===== src/rtl/alu_wb_stage.sv =====
// Writeback stage behind the 128-bit WideWord ALU: captures result/rd/byte-mask and queues up to two writes for the register file.
// Latency: a result accepted at edge N is presented on wb_* after edge N (1 cycle); there is no combinational pass-through.
// Backpressure: in_ready = (occupancy < 2) comes from registered state only; a register-file stall holds entries and never drops one.
// Optional forwarding search across the held entries is enabled by defining ALU_WB_FWD_EN.
module alu_wb_stage #(
    parameter int DEPTH = 2,
    parameter int AW    = 5
) (
    input  logic            clk,
    input  logic            reset_n,
    input  logic            in_valid,
    output logic            in_ready,
    input  logic [0:127]    in_result,
    input  logic [0:AW-1]   in_rd,
    input  logic [0:2]      in_ppp,
    input  logic [0:1]      in_ww,
    input  logic            in_wen,
    input  logic            flush,
    output logic            wb_valid,
    input  logic            wb_ready,
    output logic [0:127]    wb_data,
    output logic [0:AW-1]   wb_addr,
    output logic [0:15]     wb_mask,
    output logic [0:1]      occupancy
`ifdef ALU_WB_FWD_EN
    ,
    input  logic [0:AW-1]   fwd_rd,
    output logic            fwd_hit,
    output logic            fwd_partial,
    output logic [0:127]    fwd_data
`endif
);

    // One buffered register-file write; the byte mask is resolved at capture time.
    typedef struct packed {
        logic [0:127]  data;
        logic [0:AW-1] rd;
        logic [0:15]   mask;
    } entry_t;

    // Only a 2-entry queue is supported; FULL is the count at which input stalls.
    localparam logic [0:1] FULL = 2'(DEPTH);

    // Byte b belongs to element b >> ww (element 0 is the most significant);
    // the last element index is 15 >> ww. ppp 111 yields an empty mask.
    function automatic logic [0:15] make_mask(input logic [0:2] ppp, input logic [0:1] ww);
        logic [0:15] m;
        logic [3:0]  elem;
        logic [3:0]  last_elem;
        m         = '0;
        last_elem = 4'd15 >> ww;
        for (int i = 0; i < 16; i++) begin
            elem = 4'(i) >> ww;
            case (ppp)
                3'b000:  m[i] = 1'b1;
                3'b001:  m[i] = (i < 8);
                3'b010:  m[i] = (i >= 8);
                3'b011:  m[i] = ~elem[0];
                3'b100:  m[i] = elem[0];
                3'b101:  m[i] = (elem == 4'd0);
                3'b110:  m[i] = (elem == last_elem);
                default: m[i] = 1'b0;
            endcase
        end
        return m;
    endfunction

    logic [0:1] count_q;
    entry_t     head_q;
    entry_t     tail_q;
    entry_t     new_ent;
    logic       push_fire;
    logic       store;
    logic       pop;

    assign in_ready  = (count_q != FULL);
    assign wb_valid  = (count_q != 2'd0);
    assign occupancy = count_q;

    // A completed input handshake only occupies a slot when it really writes a register.
    assign push_fire = in_valid & in_ready & ~flush;
    assign store     = push_fire & in_wen & (in_ppp != 3'b111);
    assign pop       = wb_valid & wb_ready;

    assign new_ent.data = in_result;
    assign new_ent.rd   = in_rd;
    assign new_ent.mask = make_mask(in_ppp, in_ww);

    // Queue update: head_q is always the oldest entry, tail_q the second one.
    always_ff @(posedge clk or negedge reset_n) begin
        if (!reset_n) begin
            count_q <= 2'd0;
            head_q  <= '0;
            tail_q  <= '0;
        end else if (flush) begin
            // The head pop in this cycle still completes; everything left is discarded.
            count_q <= 2'd0;
        end else begin
            case (count_q)
                2'd0: begin
                    if (store) begin
                        head_q  <= new_ent;
                        count_q <= 2'd1;
                    end
                end
                2'd1: begin
                    if (pop && store) begin
                        head_q <= new_ent;
                    end else if (pop) begin
                        count_q <= 2'd0;
                    end else if (store) begin
                        tail_q  <= new_ent;
                        count_q <= 2'd2;
                    end
                end
                default: begin
                    // Full: in_ready is low, so only a pop can happen.
                    if (pop) begin
                        head_q  <= tail_q;
                        count_q <= 2'd1;
                    end
                end
            endcase
        end
    end

    // Head presentation; idle outputs are held at zero.
    always_comb begin
        wb_data = '0;
        wb_addr = '0;
        wb_mask = '0;
        if (wb_valid) begin
            wb_data = head_q.data;
            wb_addr = head_q.rd;
            wb_mask = head_q.mask;
        end
    end

`ifdef ALU_WB_FWD_EN
    // Youngest matching entry wins; a partial-mask winner reports partial so the hazard unit stalls.
    always_comb begin
        entry_t win;
        logic   found;
        win         = '0;
        found       = 1'b0;
        fwd_hit     = 1'b0;
        fwd_partial = 1'b0;
        fwd_data    = '0;
        if ((count_q == 2'd2) && (tail_q.rd == fwd_rd)) begin
            win   = tail_q;
            found = 1'b1;
        end else if ((count_q != 2'd0) && (head_q.rd == fwd_rd)) begin
            win   = head_q;
            found = 1'b1;
        end
        if (found) begin
            if (win.mask == 16'hFFFF) begin
                fwd_hit  = 1'b1;
                fwd_data = win.data;
            end else begin
                fwd_partial = 1'b1;
            end
        end
    end
`endif

endmodule


===== config.mk =====
export PLATFORM = sky130hd
export DESIGN_NAME = alu_wb_stage
export DESIGN_NICKNAME = d
export VERILOG_FILES = /design/src/rtl/alu_wb_stage.sv
export SDC_FILE = /design/constraint.sdc
export NUM_CORES = 1
export LEC_CHECK = 0
export ABC_AREA = 0
export BUFFER_PORTS_ARGS = -buffer_cell sky130_fd_sc_hd__clkbuf_2
export CORE_MARGIN = 10
export CORE_UTILIZATION = 50
export CTS_CLUSTER_DIAMETER = 150
export DETAILED_ROUTE_END_ITERATION = 16
export PLACE_DENSITY = 0.79
export RECOVER_POWER = 25
export SLEW_MARGIN = 5
export SYNTH_ARGS = -nofsm -noshare
export SYNTH_HDL_FRONTEND = slang
export SYNTH_SLANG_ARGS = --single-unit
export TNS_END_PERCENT = 30

===== constraint.sdc =====
create_clock -name clk -period 1.5 [get_ports clk]
set_input_delay 0.3 -clock clk [delete_from_list [all_inputs] [get_ports clk]]
set_output_delay 0.3 -clock clk [all_outputs]
set_load 0.05 [all_outputs]

==> results of run 1 <==
-- stage by stage --
step,setup slack (ns),power [mW],setup TNS [ns],std cells
global placement,-0.334,13.6,-94.47,1949
floorplan,-0.508,12.4,-94.63,1269
finish,-0.697,22.9,-238.50,2042
global route,-0.716,23.8,-260.87,2041
CTS,-0.681,22.2,-227.73,2031
detailed placement,-0.324,13.8,-96.04,1949
-- power by group through the flow --
stage / combinational (mW) / sequential, mW / clock, mW
global route: 4.95 / 10.4 / 8.51
floorplan: 2.43 / 10.0 / 0
finish: 4.62 / 10.3 / 8.05
CTS: 4.05 / 10.1 / 8.07
global placement: 3.43 / 10.1 / 0
detailed placement: 3.58 / 10.2 / 0
-- cells by family (layout without fill, tap and decap cells) --
kind of cell               Yosys count  after routing  share of synthesized area [%]
AOI/OAI and AO/OA                  217            217                           8.64
xor gates and xnor gates             1              1                         0.0626
adders and majority gates            9              9                          0.787
buffers and inverters              109            501                           3.41
DFF                                300            300                           53.7
muxes                              268            268                           20.4
other                                0              3                              0
and+or+nand+nor                    365            365                           13.1
-- critical path, stage by stage (launching register included) --
cell and delay [ns]:
dfrtp_4 0.49, buf_4 0.15, buf_4 0.13, nor4b_4 0.25, nand4_1 0.24, buf_4 0.25
buf_12 0.17, mux2_1 0.37
-- cell usage after synthesis (2+ instances only) --
library cell,number
ha_1,8
mux2_2,17
nor3_1,4
a32oi_1,2
dfrtp_1,300
buf_4,4
o21ai_1,38
o21ai_0,128
nand2b_1,10
a211oi_1,5
clkbuf_1,47
a21boi_0,2
nand2_1,172
buf_2,41
nand3b_1,2
mux2i_1,134
buf_1,2
o211ai_1,13
mux2_1,117
nor4_1,3
inv_1,14
a221oi_1,4
nor2_1,6
o21a_1,3
nand3_1,13
nor2b_1,149
a21oi_1,10
a21o_1,2
-- placed cells by master, fill, tap and decap left out, drive strengths merged, types with 3 or more instances in the layout --
master	n
nor4	3
nor2	7
a211oi	5
a221oi	4
inv	15
nor3	4
nand2b	10
mux2	134
nor2b	149
buf	248
o21a	3
a21oi	10
clkbuf	229
clkinv	6
ha	8
diode	3
nand3	13
dfrtp	300
o211ai	13
nand2	172
o21ai	166
mux2i	134
-- how the worst max path moves through the flow --
stage,start,to,slack (ns),cells past startpoint
global route,occupancy[0]$_DFFE_PN0P_,tail_q[131]$_DFFE_PN0P_,-0.72,7
CTS,occupancy[0]$_DFFE_PN0P_,wb_data[59],-0.68,6
detailed placement,occupancy[0]$_DFFE_PN0P_,tail_q[47]$_DFFE_PN0P_,-0.32,5
floorplan,occupancy[1]$_DFFE_PN0P_,wb_data[14],-0.51,4
global placement,occupancy[0]$_DFFE_PN0P_,tail_q[61]$_DFFE_PN0P_,-0.33,5
finish,occupancy[0]$_DFFE_PN0P_,tail_q[76]$_DFFE_PN0P_,-0.70,7
-- area by class of cell --
class / count / area share [%]
Antenna cell: 3 / 0.0357
Clock inverter: 9 / 0.262
Multi-Input combinational cell: 860 / 33.7
Inverter: 14 / 0.268
Clock buffer: 52 / 4.85
Tap cell: 378 / 2.25
Timing Repair Buffer: 426 / 22.9
Sequential cell: 300 / 35.7
-- per-layer routing --
layer  vias up  routed length [µm]
met5         -                   0
met4         0                2020
met3       131                2860
met2       428               24700
met1      5846               17500
li1       5093                   -
-- what timing repair did --
action / in CTS / in global routing
hold endpoints to repair: 26 / 0
endpoints found under the setup margin: 451 / 453
setup buffers: 13 / 3
pin swaps: 2 / 7
resized for setup: 350 / 342
hold buffers: 1 / 0
cloned: 7 / 8
-- registers in the layout, indices dropped and copies added (netlist names) --
signal / flops
head_q: 149
tail_q: 149
occupancy: 2
==> qor.txt, run 1 <==
Hold Startpoint -> in_result[84]
Chip Height -> 187 µm
Placement Cell Area -> 17300 µm²
Min Tclk post-route -> 2.20 ns
Layout fillers -> 1592
GRT met2 Usage -> 42.0%
Post-synth EDFFs -> 0
Fin util -> 75.9%
R2R depth -> 7
Max_slew headroom -> 27.6%
R2R setup slack -> -0.70 ns
Max Cap Violations -> 0
Sequential Area -> 7510 µm²
Largest net degree at the start of global routing -> 58
Layout cells sized above 1 -> 41.2%
Logic pwr share -> 20.1%
Area Growth Syn to Fin -> 50.3%
Post-synth top area cell -> dfrtp_1
Most used routing layer -> met2
Row cnt -> 61
Total GRT Usage -> 23.8%
Mapped Cells -> 1269
DR vias -> 11498
H-tree depth -> 2
Num CTS Buffers -> 34
YS warnings -> 0
Die W -> 187 µm
Final instance area -> 21000 µm²
Worst-case clock buffer depth -> 3
Sequential share of the synthesized area -> 53.7%
Post-Route Skew -> 0.0145 ns
Clock Pin Slew Worst Setup and Hold Paths -> 0.06 ns
ANT nets after route -> 0
Vias per Instance -> 5.63
Worst hold path class -> primary input to flop
Placed wire-length estimate -> 26.4 mm
Hold_ws -> 0.0222 ns
Worst-Skew Late Latency -> 0.50 ns
Fin nets -> 1788
Sequential power share -> 44.8%
Hold depth -> 2
Async SR Flop Fraction -> 100%
WHS Endpoint -> tail_q[64]$_DFFE_PN0P_
Core Region -> 27700 µm²
Clock group share of total power -> 35.1%
Maximum clock frequency -> 0.455 GHz
Drt drc -> 0
Post-Syn Area per Cell -> 11.0 µm²
Cell Area, Synth -> 14000 µm²
CTS tree -> yes
P_int -> 16.4 mW
Worst Tran Pin Value -> 1.09 ns
Hold Vio Cnt, Final -> 0
Post-synth cell types -> 47
Worst Setup End Kind -> flop
GR Util met1 -> 27.3%
Leak -> 9.77 nW
Share of the synthesized area in the top cell type -> 53.7%
Tcrit/Tclk final -> 146%
Final setup margin -> -0.697 ns
Crit path DAT -> 2.57 ns
Wirelength per Cell -> 23.0 µm
Status -> complete, but fails checks
GRT overflow -> 0
Port bufs -> 296
Top_reg_cell synth -> dfrtp_1
Root Buffer -> clkbuf_16
Req. time, crit path -> 1.88 ns
Setup-failing EPs final -> 453
Footprint of the multi-input gates -> 7090 µm²
Total Routed Length -> 47.1 mm
IO Pins -> 297
Failing checks -> negative setup slack
RSZ-0062 raised after global routing -> yes
Slew Limit Fails -> 0
Clk sinks -> 300
Peak supply drop -> 1150 µV
Main area contributors after synthesis -> dfrtp_1 54%, mux2i_1 9.6%, mux2_1 9.4%
CP Launch Type -> flop
Synthesized net count -> 1421
Gpl congestion -> 0.833
Initial core utilization -> 50.5%
Met3 usage -> 5.65%
Sw Pwr -> 6.52 mW
Post-synthesis register bit count -> 300
Detailed router's first-iteration violation count -> 668
Power per cell area -> 1090 nW/µm²
Crit Path Category -> flop to flop
Reg2Reg Capture Point -> tail_q[76]$_DFFE_PN0P_
Initial antenna violation count -> 2
Pre-Repair DR Iteration Count -> 5
Worst R2R Start -> occupancy[0]$_DFFE_PN0P_
Global-route wire length before repair -> 68.1 mm
Vias in the first global route -> 12264
Switching Share -> 28.4%
Die ar. -> 35100 µm²
Worst Path Max Fanout -> 22
Note: power is estimated with default switching activity, not from simulation.
==> run 2: changes to the inputs <==
BUFFER_PORTS_ARGS = not set   (was -buffer_cell sky130_fd_sc_hd__clkbuf_2)
CORE_UTILIZATION = 58   (was 50)
DONT_BUFFER_PORTS = 1   (was not set)
PLACE_DENSITY = 0.78   (was 0.79)
==> run 2 against run 1 <==
Effect of this change:
- first-iteration DRC count is 76% higher
- design area is 3.4% lower
- fmax is 6.2% lower
- largest cell class unchanged
- non-clock buffer count is 80 lower
- the run ends with negative hold slack, negative setup slack left
- register-to-register slack worse by 0.04 ns
- routed wire length is 4.0% higher
==> qor.txt, run 2 (synthesis results as in run 1) <==
CP Launch Type -> flop (unchanged)
Sw Pwr -> 6.33 mW (was 6.52 mW)
Pre-Repair DR Iteration Count -> 5 (unchanged)
Worst-case clock buffer depth -> 3 (unchanged)
Layout cells sized above 1 -> 27.7% (was 41.2%)
GRT overflow -> 0 (unchanged)
Hold_ws -> -0.559 ns (was 0.0222 ns)
Hold Vio Cnt, Final -> 300 (was 0)
P_int -> 16.3 mW (was 16.4 mW)
Maximum clock frequency -> 0.427 GHz (was 0.455 GHz)
Initial core utilization -> 59.3% (was 50.5%)
Detailed router's first-iteration violation count -> 1178 (was 668)
Total power -> 22.6 mW (was 22.9 mW)
Fin nets -> 1704 (was 1788)
Gpl congestion -> 0.835 (was 0.833)
Worst Tran Pin Value -> 0.915 ns (was 1.09 ns)
Setup-failing EPs final -> 452 (was 453)
Die W -> 175 µm (was 187 µm)
Vias per Instance -> 6.05 (was 5.63)
Clock Pin Slew Worst Setup and Hold Paths -> 0.07 ns (was 0.06 ns)
Crit path DAT -> 2.04 ns (was 2.57 ns)
Worst hold path class -> primary input to async pin (was primary input to flop)
Chip Height -> 175 µm (was 187 µm)
ANT nets after route -> 0 (unchanged)
Min Tclk post-route -> 2.34 ns (was 2.20 ns)
Final Non-Filler Cells -> 1898 (was 2042)
Root Buffer -> clkbuf_16 (unchanged)
DR vias -> 11492 (was 11498)
Layout fillers -> 1022 (was 1592)
Total Routed Length -> 49.0 mm (was 47.1 mm)
Failing checks -> negative hold slack, negative setup slack (was negative setup slack)
Final TNS setup -> -271.85 ns (was -238.50 ns)
Req. time, crit path -> 1.20 ns (was 1.88 ns)
Global-route wire length before repair -> 70.2 mm (was 68.1 mm)
Worst Path Max Fanout -> 7 (was 22)
Total GRT Usage -> 28.5% (was 23.8%)
Slew Limit Fails -> 0 (unchanged)
Clock group share of total power -> 35.4% (was 35.1%)
Initial antenna violation count -> 4 (was 2)
Crit Path Category -> flop to output pin (was flop to flop)
Worst-Skew Late Latency -> 0.57 ns (was 0.50 ns)
Clk sinks -> 300 (unchanged)
Row cnt -> 56 (was 61)
Port bufs -> 0 (was 296)
Most common cell after layout, fill and taps aside -> dfrtp_1 (unchanged)
Post-Route Skew -> 0.0231 ns (was 0.0145 ns)
Logic pwr share -> 19.0% (was 20.1%)
Area Growth Syn to Fin -> 45.1% (was 50.3%)
DP Cell Count -> 1661 (was 1949)
Die ar. -> 30700 µm² (was 35100 µm²)
Largest net degree at the start of global routing -> 301 (was 58)
Switching Share -> 28.0% (was 28.4%)
Status -> complete, but fails checks (unchanged)
Vias in the first global route -> 12174 (was 12264)
Tcrit/Tclk final -> 156% (was 146%)
Worst Setup End Kind -> output pin (was flop)
Sequential power share -> 45.6% (was 44.8%)
Drt drc -> 0 (unchanged)
Wirelength per Cell -> 25.8 µm (was 23.0 µm)
Leak -> 9.05 nW (was 9.77 nW)
IO Pins -> 297 (unchanged)
Core Region -> 23600 µm² (was 27700 µm²)
Most frequent cells in the layout -> 298 x dfrtp_1, 157 x nand2_1, 139 x dlygate4sd3_1 (was 298 x dfrtp_1, 158 x nand2_1, 142 x clkbuf_2)
H-tree depth -> 1 (was 2)
Final setup margin -> -0.841 ns (was -0.697 ns)
Power per cell area -> 1110 nW/µm² (was 1090 nW/µm²)
Max Cap Violations -> 0 (unchanged)
Num CTS Buffers -> 30 (was 34)
RSZ-0062 raised after global routing -> yes (unchanged)
CTS tree -> yes (unchanged)
Max_slew headroom -> 39.0% (was 27.6%)
Peak supply drop -> 902 µV (was 1150 µV)
Placed wire-length estimate -> 24.5 mm (was 26.4 mm)
-- run 2: power by group through the flow --
stage | Clock, mW | Sequential, mW | Combinational [mW]
2_1_floorplan | 0 | 10.0 | 2.43
3_5_place_dp | 0 | 10.2 | 3.11
3_3_place_gp | 0 | 10.1 | 2.96
5_1_grt | 8.38 | 10.4 | 4.55
6_report | 8.01 | 10.3 | 4.30
4_1_cts | 7.95 | 10.1 | 3.87
-- run 2: worst paths after layout --
path / start / to / slack, ns / cells after the start
hold reg to reg: head_q[121]$_DFFE_PN0P_ / head_q[121]$_DFFE_PN0P_ / 0.48 / 2
setup / recovery: occupancy[1]$_DFFE_PN0P_ / wb_data[81] / -0.84 / 7
min in group clk: in_rd[3] / head_q[17]$_DFFE_PN0P_ / 0.03 / 2
setup reg to reg: occupancy[0]$_DFFE_PN0P_ / tail_q[127]$_DFFE_PN0P_ / -0.74 / 8
hold / removal: reset_n / head_q[128]$_DFFE_PN0P_ / -0.56 / 0
max in group asynchronous: reset_n / head_q[24]$_DFFE_PN0P_ / 1.52 / 0
-- run 2: metrics by stage --
| step | hold slack, ns | worst slack, ns | instance area [µm²] | utilization, % |
|---|---|---|---|---|
| CTS | -0.566 | -0.804 | 19800 | 83.7 |
| finish | -0.559 | -0.841 | 20300 | 86.0 |
| global route | -0.579 | -0.878 | 20300 | 86.0 |
| detailed placement | 0.0160 | -0.464 | 16300 | 69.2 |
| floorplan | 0.00441 | -0.508 | 14600 | - |
| global placement | 0.0164 | -0.416 | 16300 | 69.2 |
-- run 2: cell type report --
cell class / instances / area (µm²) / share of cell area [%]
inverter: 14 / 55.1 / 0.271
tap: 319 / 399 / 1.97
clock inverter: 9 / 156 / 0.770
antenna: 5 / 12.5 / 0.0616
timing repair buffer: 346 / 4320 / 21.3
multi-input combinational: 860 / 6970 / 34.3
clock buffer: 45 / 887 / 4.37
sequential: 300 / 7510 / 37.0
-- run 2: what timing repair did --
action,in CTS,in global routing
buffers inserted,17,11
resized for setup,215,116
setup endpoints to repair,451,452
pin swaps,4,1
gates cloned,8,4
hold endpoints to repair,571,301
hold buffers,138,1
-- run 2: worst max-delay path: stages, from the launching register on --
cell and delay [ns]:
dfrtp_2 0.40, buf_12 0.16, nor2_4 0.06, buf_8 0.14, buf_12 0.14, buf_16 0.14
buf_8 0.12, nor2b_4 0.32
-- run 2: layer usage --
layer,global-route usage (%),wire length [µm]
met1,32.0,17600
met2,49.9,25600
met3,6.76,3570
met4,13.8,2220
met5,0,0
